## src/rtl/fifo_wr_arb.sv

```systemverilog
// Purpose : burst-fair round-robin arbiter sharing one FIFO write port among NUM_REQ writers.
// Latency : combinational grant (same cycle as req); arbitration state updates on the next rising edge.
// Backpres: full=1 suppresses every grant and freezes state, pointer and burst count.
//
// Ports: clk/rst_n (async active-low); req/req_data from writers; gnt back to writers;
//        write/write_data to the FIFO; full from the FIFO; owner_id/busy expose burst state.
module fifo_wr_arb #(
    parameter int NUM_REQ         = 4,
    parameter int FIFO_DATA_WIDTH = 8,
    parameter int BURST_LEN       = 4
) (
    input  logic                               clk,
    input  logic                               rst_n,
    input  logic [NUM_REQ-1:0]                 req,
    input  logic [NUM_REQ*FIFO_DATA_WIDTH-1:0] req_data,
    output logic [NUM_REQ-1:0]                 gnt,
    output logic                               write,
    output logic [FIFO_DATA_WIDTH-1:0]         write_data,
    input  logic                               full,
    output logic [2:0]                         owner_id,
    output logic                               busy
);

    localparam logic [0:0] ST_IDLE = 1'b0;
    localparam logic [0:0] ST_OWN  = 1'b1;

    logic [0:0] state;
    logic [2:0] owner;
    logic [2:0] ptr;
    logic [3:0] cnt;

    logic       grant_vld;
    logic [2:0] grant_idx;

    function automatic logic [2:0] next_idx(input logic [2:0] k);
        return (k == 3'(NUM_REQ - 1)) ? 3'd0 : k + 3'd1;
    endfunction

    // Grant selection. Outputs are gated by rst_n so an asserted reset clears
    // them immediately, not only once the registers have been cleared.
    always_comb begin
        grant_vld = 1'b0;
        grant_idx = 3'd0;
        if (rst_n && !full) begin
            if (state == ST_OWN) begin
                for (int i = 0; i < NUM_REQ; i++) begin
                    if (owner == 3'(i) && req[i]) begin
                        grant_vld = 1'b1;
                        grant_idx = 3'(i);
                    end
                end
            end else begin
                // Scan offsets from far to near so the nearest requester at or
                // after the pointer wins (last assignment takes priority).
                for (int off = NUM_REQ - 1; off >= 0; off--) begin
                    for (int i = 0; i < NUM_REQ; i++) begin
                        if (req[i] && (int'(ptr) + off) % NUM_REQ == i) begin
                            grant_vld = 1'b1;
                            grant_idx = 3'(i);
                        end
                    end
                end
            end
        end
    end

    always_comb begin
        gnt        = '0;
        write_data = '0;
        for (int i = 0; i < NUM_REQ; i++) begin
            if (grant_vld && grant_idx == 3'(i)) begin
                gnt[i]     = 1'b1;
                write_data = req_data[i*FIFO_DATA_WIDTH +: FIFO_DATA_WIDTH];
            end
        end
    end

    assign write    = grant_vld;
    assign busy     = rst_n && (state == ST_OWN);
    assign owner_id = busy ? owner : 3'd0;

    always_ff @(posedge clk or negedge rst_n) begin
        if (!rst_n) begin
            state <= ST_IDLE;
            owner <= 3'd0;
            ptr   <= 3'd0;
            cnt   <= 4'd0;
        end else if (!full) begin
            if (state == ST_IDLE) begin
                if (grant_vld) begin
                    if (BURST_LEN == 1) begin
                        ptr <= next_idx(grant_idx);
                    end else begin
                        state <= ST_OWN;
                        owner <= grant_idx;
                        cnt   <= 4'd1;
                    end
                end
            end else begin
                if (grant_vld && (cnt + 4'd1) != 4'(BURST_LEN)) begin
                    cnt <= cnt + 4'd1;
                end else begin
                    // Burst complete, or owner dropped req (one-cycle bubble):
                    // release the port and move the pointer past the owner.
                    state <= ST_IDLE;
                    ptr   <= next_idx(owner);
                    cnt   <= 4'd0;
                end
            end
        end
    end

endmodule

```

## config.mk

```make
export PLATFORM = sky130hd
export DESIGN_NAME = fifo_wr_arb
export DESIGN_NICKNAME = d
export VERILOG_FILES = /design/src/rtl/fifo_wr_arb.sv
export SDC_FILE = /design/constraint.sdc
export NUM_CORES = 1
export LEC_CHECK = 0
export CAP_MARGIN = 20
export CORE_ASPECT_RATIO = 0.8
export CORE_MARGIN = 2
export CORE_UTILIZATION = 41
export CTS_CLUSTER_SIZE = 8
export DETAILED_ROUTE_END_ITERATION = 10
export PLACE_DENSITY = 0.87
export SYNTH_ARGS = -nofsm -noshare
export SYNTH_HDL_FRONTEND = slang
export SYNTH_SLANG_ARGS = --single-unit
```

## constraint.sdc

```tcl
create_clock -name clk -period 4.2 [get_ports clk]
set_input_delay 0.84 -clock clk [delete_from_list [all_inputs] [get_ports clk]]
set_output_delay 0.84 -clock clk [all_outputs]
set_load 0.02 [all_outputs]
```

Word-level counts from Yosys, hierarchy flattened
Index checks and enable logic that the tools add are counted.
{"block": "totals", "inputBits": 39, "regBits": 10, "n_memories": 0, "word_cells": 133, "out_inout_bits": 17, "latch_bits": 0, "ramBits": 0, "mem_bits_ro": 0}
{"block": "op_classes", "mul": 0, "add_sub_neg": 5, "bitwise_logic": 6, "eq_ne": 19, "div_mod_pow": 0, "n_reduce_logical": 41, "magnitude_cmp": 0, "shift": 0, "muxes": 58}
{"op": "zero test 32 bit", "count": 4}
{"op": "2-to-1 mux 3 bit", "count": 19}
{"op": "2-to-1 mux 8 bit", "count": 4}
{"op": "2-to-1 mux 1 bit", "count": 31}
{"op": "logical AND 1 bit", "count": 27}
{"op": "== test 3 x 2 -> 1 bit, second input constant", "count": 7}
{"op": "== test 3 bit, second input constant", "count": 6}
{"op": "2-to-1 mux 4 bit", "count": 3}
{"op": "== test 3 x 1 -> 1 bit, second input constant", "count": 2}
{"op": "zero test 3 bit", "count": 2}
{"op": "AND reduction 3 bit", "count": 2}
{"op": "OR reduction 2 bit", "count": 3}
{"op": "adder 2 x 1 -> 2 bit, second input constant", "count": 2}
{"op": "adder 2 bit, second input constant", "count": 2}
{"op": "adder 4 x 1 -> 4 bit, second input constant", "count": 1}
{"op": "== test 2 bit, second input constant", "count": 2}
{"op": "!= test 4 x 3 -> 1 bit, second input constant", "count": 1}
{"op": "AND 1 bit, first input constant", "count": 3}
{"op": "NOT 1 bit", "count": 3}
{"op": "== test 2 x 1 -> 1 bit, second input constant", "count": 1}
{"op": "2-to-1 mux 2 bit", "count": 1}
{"op": "AND reduction 2 bit", "count": 1}
{"op": "nonzero test 2 bit", "count": 1}
{"op": "zero test 1 bit", "count": 1}

Longest topological paths before layout
Gate-level depths: netlist (run 1).
{"block": "depth", "word_depth": 28, "ltp_mapped": 9, "mapped_depth_nobuf": 8}

Least setup slack after synthesis (run 1)
No wires, ideal clock.
{"block": "synth_timing", "path_type": "input to output", "startpoint": "input full", "endpoint": "output write_data[0]", "arrival_ps": 2179, "setup_slack_ps": 1181, "path_buffers": 0, "t_required_ps": 3360, "path_stages": 6, "cell_sequence": "nand2b_1 -> a21o_1 -> a31o_4 -> inv_1 -> nand2_1 -> o22ai_1"}
{"block": "synth_via", "word_cells_on_any_way": 16, "cone_classes": "eq/ne: 3; mux: 6; reduce/logical: 7"}
{"element": "start, declared", "line": "19", "rtl": "input logic full,"}
{"element": "zero test 1 bit *"}
{"element": "logical AND 1 bit *", "line": "44", "rtl": "if (rst_n && !full) begin"}
{"element": "2-to-1 mux 1 bit *", "line": "44"}
{"element": "via write", "line": "17", "rtl": "output logic write,"}
{"element": "logical AND 1 bit", "line": "71", "rtl": "if (grant_vld && grant_idx == 3'(i)) begin"}
{"element": "2-to-1 mux 8 bit (3 in a row)", "line": "71"}
{"element": "2-to-1 mux 8 bit *", "line": "71"}
{"element": "end, declared", "line": "18", "rtl": "output logic [FIFO_DATA_WIDTH-1:0] write_data,"}
The timed path passes the listed nets; every way through them passes the cells marked *.

Worst setup path after layout (run 1)
{"block": "layout_timing", "startpoint": "input req[1]", "endpoint": "output write_data[0]"}
{"block": "layout_via", "elab_chain_len": 24, "word_cells_on_any_way": 57, "cone_classes": "eq/ne: 3; mux: 44; reduce/logical: 10"}
{"element": "start, declared", "line": "14", "rtl": "input logic [NUM_REQ-1:0] req,"}
{"element": "logical AND 1 bit", "line": "57", "rtl": "if (req[i] && (int'(ptr) + off) % NUM_REQ == i) begin"}
{"element": "2-to-1 mux 1 bit", "line": "57"}
{"element": "2-to-1 mux 3 bit (14 in a row)", "line": "57"}
{"element": "2-to-1 mux 3 bit", "line": "45", "rtl": "if (state == ST_OWN) begin"}
{"element": "2-to-1 mux 3 bit", "line": "44"}
{"element": "zero test 3 bit", "line": "71"}
{"element": "logical AND 1 bit", "line": "71"}
{"element": "2-to-1 mux 8 bit (3 in a row)", "line": "71"}
{"element": "2-to-1 mux 8 bit *", "line": "71"}
Every way passes the cells marked *; elsewhere a longest branch is shown, timed or not.

==> results of run 1 <==
==> through the flow <==
stage / total power [mW] / std cells / cell area, um2 / worst slack (ns) / utilization, %
after floorplan: 0.407 / 113 / 995 / 1.18 / -
after global placement: 0.548 / 192 / 1580 / 0.0469 / 70.5
after detailed placement: 0.561 / 192 / 1580 / -0.0994 / 70.5
final: 0.640 / 196 / 1620 / 0.100 / 72.4
after global routing: 0.686 / 196 / 1620 / 0.0104 / 72.4
after CTS: 0.638 / 196 / 1610 / 0.00129 / 71.9
==> Yosys cell counts, types with 2 or more instances <==
master	n
buf_4	2
nor2_1	14
nand3_1	2
and3_1	2
nor2b_1	2
a211oi_1	2
o31ai_1	2
mux2_4	2
a21o_1	4
nand2b_1	6
o22ai_1	9
and2_1	2
o21a_1	2
nand2_1	7
mux2i_1	17
ha_1	6
inv_1	4
dfrtp_1	9
buf_6	2
o21ai_0	2
==> power breakdown <==
group	internal (mW)	switching (mW)	total, mW
clock	0.0369	0.0354	0.0723
combinational	0.208	0.188	0.396
sequential	0.117	0.0543	0.171
total	0.362	0.278	0.640
==> layout make-up <==
| cell class | count | area [um2] |
|---|---|---|
| clock buffer | 4 | 26.3 |
| sequential | 9 | 225 |
| multi-input combinational | 95 | 727 |
| timing repair buffer | 59 | 593 |
| tap | 25 | 31.3 |
| inverter | 4 | 15.0 |
| fill | 164 | 616 |
==> flip-flops by register name, summed over array words and instances, names as in the netlist <==
| name | flops |
|---|---|
| state | 1 |
| cnt | 4 |
| ptr | 2 |
| owner | 2 |
==> path summary, 6_finish.rpt <==
path | end | slack [ns] | depth (start not counted)
worst min-delay path | cnt[2] | 0.53 | 1
worst max-delay path | write_data[0] | 0.10 | 9
worst max register to register | ptr[1] | 2.15 | 7
worst min register to register | cnt[2] | 0.53 | 1
min in group asynchronous | state | 0.89 | 2
max in group asynchronous | owner[0] | 3.17 | 2
==> placed cells by master, fill, tap and decap left out, types with 2 or more instances in the layout <==
cell type,synthesis,routed
clkdlybuf4s50_1,0,53
mux2i_1,17,17
nor2_1,14,14
o22ai_1,9,9
dfrtp_1,9,9
nand2_1,7,6
nand2b_1,6,6
ha_1,6,6
inv_1,4,4
a21o_1,4,4
buf_4,2,4
clkbuf_4,0,3
nor2b_1,2,2
a211oi_1,2,2
o21a_1,2,2
and2_1,2,2
and3_1,2,2
o21ai_0,2,2
nand3_1,2,2
mux2_4,2,2
==> worst reg2reg max path, delay by kind of cell, from the launching register on <==
family / cells / cell delay, ns
AND/OR/NAND/NOR: 1 / 0.21
multiplexers: 1 / 0.31
AO/OA/AOI/OAI: 4 / 0.76
adder cells (fa/ha/maj): 1 / 0.24
flip-flops: 1 / 0.42
==> per-layer routing <==
layer  wire (um)  global-route usage (%)  up-vias
li1            -                       -      527
met1        1270                    25.6      477
met2        1400                    33.6       30
met3         143                    4.59        5
met4          33                    6.82        0
met5           0                       0        -
==> cell families (layout without fill, tap and decap cells) <==
kind of cell | count (synthesis) | in the layout | share of synthesized area (%)
adder cells (fa/ha/maj) | 6 | 6 | 7.55
flip-flops | 9 | 9 | 22.6
buffers and inverters | 9 | 67 | 5.66
other | 1 | 1 | 0.377
AND/OR/NAND/NOR | 38 | 38 | 19.1
AO/OA/AOI/OAI | 29 | 29 | 22.8
XOR/XNOR | 2 | 2 | 1.76
multiplexers | 19 | 19 | 20.1
==> metrics.md, run 1 <==
| Metric | Value |
|---|---|
| Hold_sp | cnt[2] |
| RSZ-0062 raised after global routing | false |
| Routability-driven placement congestion ratio | 0.850 |
| Setup crit end kind | output pin |
| Total CTS buffers | 3 |
| CP Class | in -> out |
| Hold Buf Count CTS | 0 |
| Gr usage total | 19.9% |
| Nets | 217 |
| Startpoint Class | primary input |
| Worst Path Required | 3.36 ns |
| Synth Instances | 113 |
| Syn. warnings | 0 |
| Synth Area per Inst | 8.80 um2 |
| Leading area contributor after synthesis | dfrtp_1 |
| Syn_nets | 158 |
| Initial antenna violation count | 0 |
| Drt via density | 5.30 |
| CP max FO | 20 |
| Top post-synthesis cells by area | dfrtp_1 (23%), mux2i_1 (17%), ha_1 (7.5%) |
| DR DRC count | 0 |
| Chip Height | 48.1 um |
| Max-slew violations | 0 |
| Final worst path period need | 4.10 ns |
| Clock root cell | clkbuf_4 |
| Cell Chain, Critical Path | clkdlybuf4s50_1 -> nand2_1 -> a21o_1 -> a221oi_1 -> o21a_1 -> buf_12 -> mux2i_1 -> o22ai_1 -> clkdlybuf4s50_1 |
| Hold Fails Final Rpt | 0 |
| Seq/Total Area, Yosys | 22.6% |
| Number of global-route vias before repair | 925 |
| Tcrit/Tclk final | 97.6% |
| ANT nets after route | 0 |
| Global-route wire length before repair | 4.13 mm |
| DRT Wirelength | 2.85 mm |
| Initial Util | 44.5% |
| Pwr Density | 395 nW/um2 |
| CP Buf/Inv Count | 3 |
| Clock skew | 0.00200 ns |
| Worst skew pair latency | 0.27 ns |
| Hold WS | 0.526 ns |
| Die X | 59.1 um |
| Top Ports | 56 |
| Post-synth top flop | dfrtp_1 |
| Count of input and output buffers | 54 |
| Via count | 1039 |
| Ant diodes | 0 |
| Core area | 2230 um2 |
| Async SR Flop Fraction | 100% |
| CP max stage delay | 0.63 ns |
| Synth Cell Area | 995 um2 |
| Crit-path most repeated cell | clkdlybuf4s50_1 |
| First drt pass iteration count | 5 |
| Arrival @ worst endpoint | 3.26 ns |
| Final setup vio count | 0 |
| Pin count of the biggest net entering global routing | 21 |
| Synthesized flop and latch total | 9 |
| Launching point of the worst reg2reg path | owner[0] |
| CTS clk-pin slew, worst paths | 0.06 ns |
| Count of flip-flops with a built-in enable after synthesis | 0 |
| Initial DRC Count | 50 |
| Setup TNS Final | 0 ns |
| Die area | 2840 um2 |
| Critical Path Start | req[1] |
| Final global-route overflow total | 0 |
| WL per Instance | 14.5 um |
| Post-synth top area share | 22.6% |
| Hold Path Class | reg -> reg |
| Clock buffer depth | 2 |
| # resized after CTS | 1 |
| Outcome | completed |
| Syn-to-layout area delta | 62.6% |
| Max VDD drop | 0.224 mV |
| Post-synth cell types | 35 |
| TritonCTS clock tree | done |
| Post-CTS Setup Repair Bufs | 0 |
| LEAKAGE | 0.671 nW |
| CTS Sinks | 9 |
| Num rows | 15 |
| H-tree levels | 1 |
| Share of layout cells above drive strength 1 | 9.36% |
| CP top delay family | buffers and inverters |
| Max_cap viols | 0 |
| Post-DP HPWL | 2.34 mm |
| Worst path slowest cell | clkdlybuf4s50_1 |
| Max Freq | 244 MHz |
(Power assumes the default switching activity.)
==> run 2: changes to the inputs <==
Settings changed: CORE_UTILIZATION 41 to 43, CTS_BUF_LIST from default to sky130_fd_sc_hd__clkbuf_8, PLACE_DENSITY 0.87 to 0.91, RECOVER_POWER from default to 100.
==> metrics.md, run 2 (synthesis gave the netlist of run 1 again) <==
| Metric | Value |
|---|---|
| Initial DRC Count | 75 (+50%) |
| DR DRC count | 0 (unchanged) |
| Cell Chain, Critical Path | clkdlybuf4s50_1 -> a21boi_1 -> a21boi_4 -> a31o_1 -> inv_1 -> nand2_1 -> nor2_1 -> clkdlybuf4s50_1 |
| Crit-path most repeated cell | clkdlybuf4s50_1 |
| Largest register FFs | 4 (unchanged) |
| Placed Instances | 191 (-0.52%) |
| Final global-route overflow total | 0 (unchanged) |
| CTS clk-pin slew, worst paths | 0.05 ns (about the same) |
| Number of global-route vias before repair | 1008 (+9.0%) |
| WL per Instance | 16.1 um (+11%) |
| Post-CTS Setup Repair Bufs | 0 (unchanged) |
| Pin count of the biggest net entering global routing | 21 (unchanged) |
| Worst rel slew slack | 59.8% |
| Count of input and output buffers | 54 (unchanged) |
| Max-slew violations | 0 (unchanged) |
| LEAKAGE | 0.656 nW (-2.3%) |
| Non-filler cells, final | 195 (-0.51%) |
| Startpoint Class | primary input |
| Final setup vio count | 0 (unchanged) |
| H-tree levels | 1 (unchanged) |
| Clock root cell | clkbuf_8 |
| DRT Wirelength | 3.14 mm (+10%) |
| Chip Height | 47.0 um (-2.2%) |
| Filler cell count | 179 (+9.1%) |
| ANT nets after route | 0 (unchanged) |
| Most flops, register | cnt |
| Hold Buf Count CTS | 0 (unchanged) |
| CP Class | in -> out |
| Die X | 57.8 um (-2.2%) |
| Total CTS buffers | 3 (unchanged) |
| CP Buf/Inv Count | 3 (unchanged) |
| Largest registers | cnt (4), owner (2), ptr (2) |
| Final worst path period need | 4.03 ns (-0.0695 ns) |
| CP top delay family | buffers and inverters |
| Core area | 2180 um2 (-2.5%) |
| CTS Sinks | 9 (unchanged) |
| Arrival @ worst endpoint | 3.19 ns (-0.07 ns) |
| Die area | 2720 um2 (-4.3%) |
| Max Freq | 248 MHz (+1.7%) |
| Pwr Density | 410 nW/um2 (+3.6%) |
| PnR Total Power | 636 uW (-0.56%) |
| Hold Fails Final Rpt | 0 (unchanged) |
| RSZ-0062 raised after global routing | false |
| Max VDD drop | 0.358 mV (+60%) |
| Share of layout cells above drive strength 1 | 6.47% (-2.9 points) |
| Nets | 216 (-0.46%) |
| First drt pass iteration count | 4 (-1) |
| TritonCTS clock tree | done |
| Slew @ Worst Pin | 0.604 ns |
| Outcome | completed |
| CP max stage delay | 0.55 ns (-0.08 ns) |
| Worst path slowest cell | clkdlybuf4s50_1 |
| Max_cap viols | 0 (unchanged) |
| Initial antenna violation count | 0 (unchanged) |
| Commonest non-fill, non-tap cells in the layout | clkdlybuf4s50_1 (40), mux2i_1 (17), nor2_1 (14) |
| Via count | 1064 (+2.4%) |
| Routability-driven placement congestion ratio | 0.844 (-0.73%) |
| Clock buffer depth | 2 (unchanged) |
| Ant diodes | 0 (unchanged) |
| Initial Util | 45.7% (+1.2 points) |
| Setup crit end kind | output pin |
| Num rows | 15 (unchanged) |
| Syn-to-layout area delta | 56.1% |
| Post-DP HPWL | 2.44 mm (+4.3%) |
| CP max FO | 10 (-50%) |
| Hold Path Class | reg -> reg |
| Most common cell after layout, fill and taps aside | clkdlybuf4s50_1 |
| Tcrit/Tclk final | 96.0% (-1.7 points) |
| Clock skew | 0.000696 ns (-0.00130 ns) |
| Top Ports | 56 (unchanged) |
| Worst Path Required | 3.36 ns (about the same) |
| Global-route wire length before repair | 4.59 mm (+11%) |
| Worst skew pair latency | 0.24 ns (-0.03 ns) |
| Gr usage total | 22.7% (+2.7 points) |
| Drt via density | 5.46 (+2.9%) |
==> run 2: cell count changes in the layout (fill, tap and decap cells not counted), sizes merged <==
cell	before	now
dlygate4sd3	0	6
clkbuf	4	11
clkdlybuf4s50	53	40
clkinv	0	1
buf	5	3
==> run 2: area by class of cell <==
type,count,area (um2),share of cell area [%]
timing repair buffer,58,538,34.6
tap,25,31.3,2.01
inverter,4,15.0,0.967
clock buffer,3,41.3,2.66
sequential,9,225,14.5
clock inverter,1,5.00,0.322
multi-input combinational,95,697,44.9
==> run 2: report_power, final <==
group,total [mW],internal (mW),switching [mW]
combinational,0.364,0.172,0.191
clock,0.103,0.0650,0.0379
sequential,0.170,0.117,0.0524
total,0.636,0.355,0.282
==> run 2: what timing repair did <==
action,CTS,global route
resized for setup,0,10
hold endpoints to repair,0,0
endpoints found under the setup margin,0,10
==> run 2: metrics by stage <==
step | utilization [%] | setup slack, ns | TNS (ns) | area [um2] | hold WS, ns
floorplan | - | 1.18 | 0 | 995 | 0.486
CTS | 74.1 | 0.00536 | 0 | 1610 | 0.566
finish | 71.3 | 0.170 | 0 | 1550 | 0.562
global route | 71.3 | 0.0299 | 0 | 1550 | 0.607
global placement | 72.0 | 0.162 | 0 | 1570 | 0.501
detailed placement | 72.0 | -0.000424 | -0.000424 | 1570 | 0.553
==> run 2: layer usage <==
| metal | share of wire [%] | routed length, um | vias up | GRT usage, % |
|---|---|---|---|---|
| li1 | - | - | 522 | - |
| met4 | 0.60 | 19 | 0 | 8.37 |
| met3 | 3.6 | 113 | 2 | 4.41 |
| met2 | 54 | 1700 | 32 | 41.4 |
| met1 | 42 | 1320 | 508 | 27.3 |
| met5 | 0 | 0 | - | 0 |
==> run 2: path summary, 6_finish.rpt <==
path                           from       end  slack, ns  cells past startpoint
setup / recovery             req[3]    gnt[1]       0.17                      8
min in group asynchronous     rst_n    cnt[3]       1.16                      2
max in group asynchronous     rst_n  owner[1]       2.65                      2
hold reg to reg              cnt[2]    cnt[2]       0.56                      1
hold / removal               cnt[2]    cnt[2]       0.56                      1
setup reg to reg           owner[0]    ptr[1]       1.79                      7
==> run 2: worst reg2reg max path: stages, from the launching register on <==
cell and delay, ns:
dfrtp_1 0.42, ha_1 0.25, a21boi_1 0.27, a21boi_4 0.23, a31o_1 0.29, a21o_1 0.16
nor2b_1 0.28, mux2_2 0.38
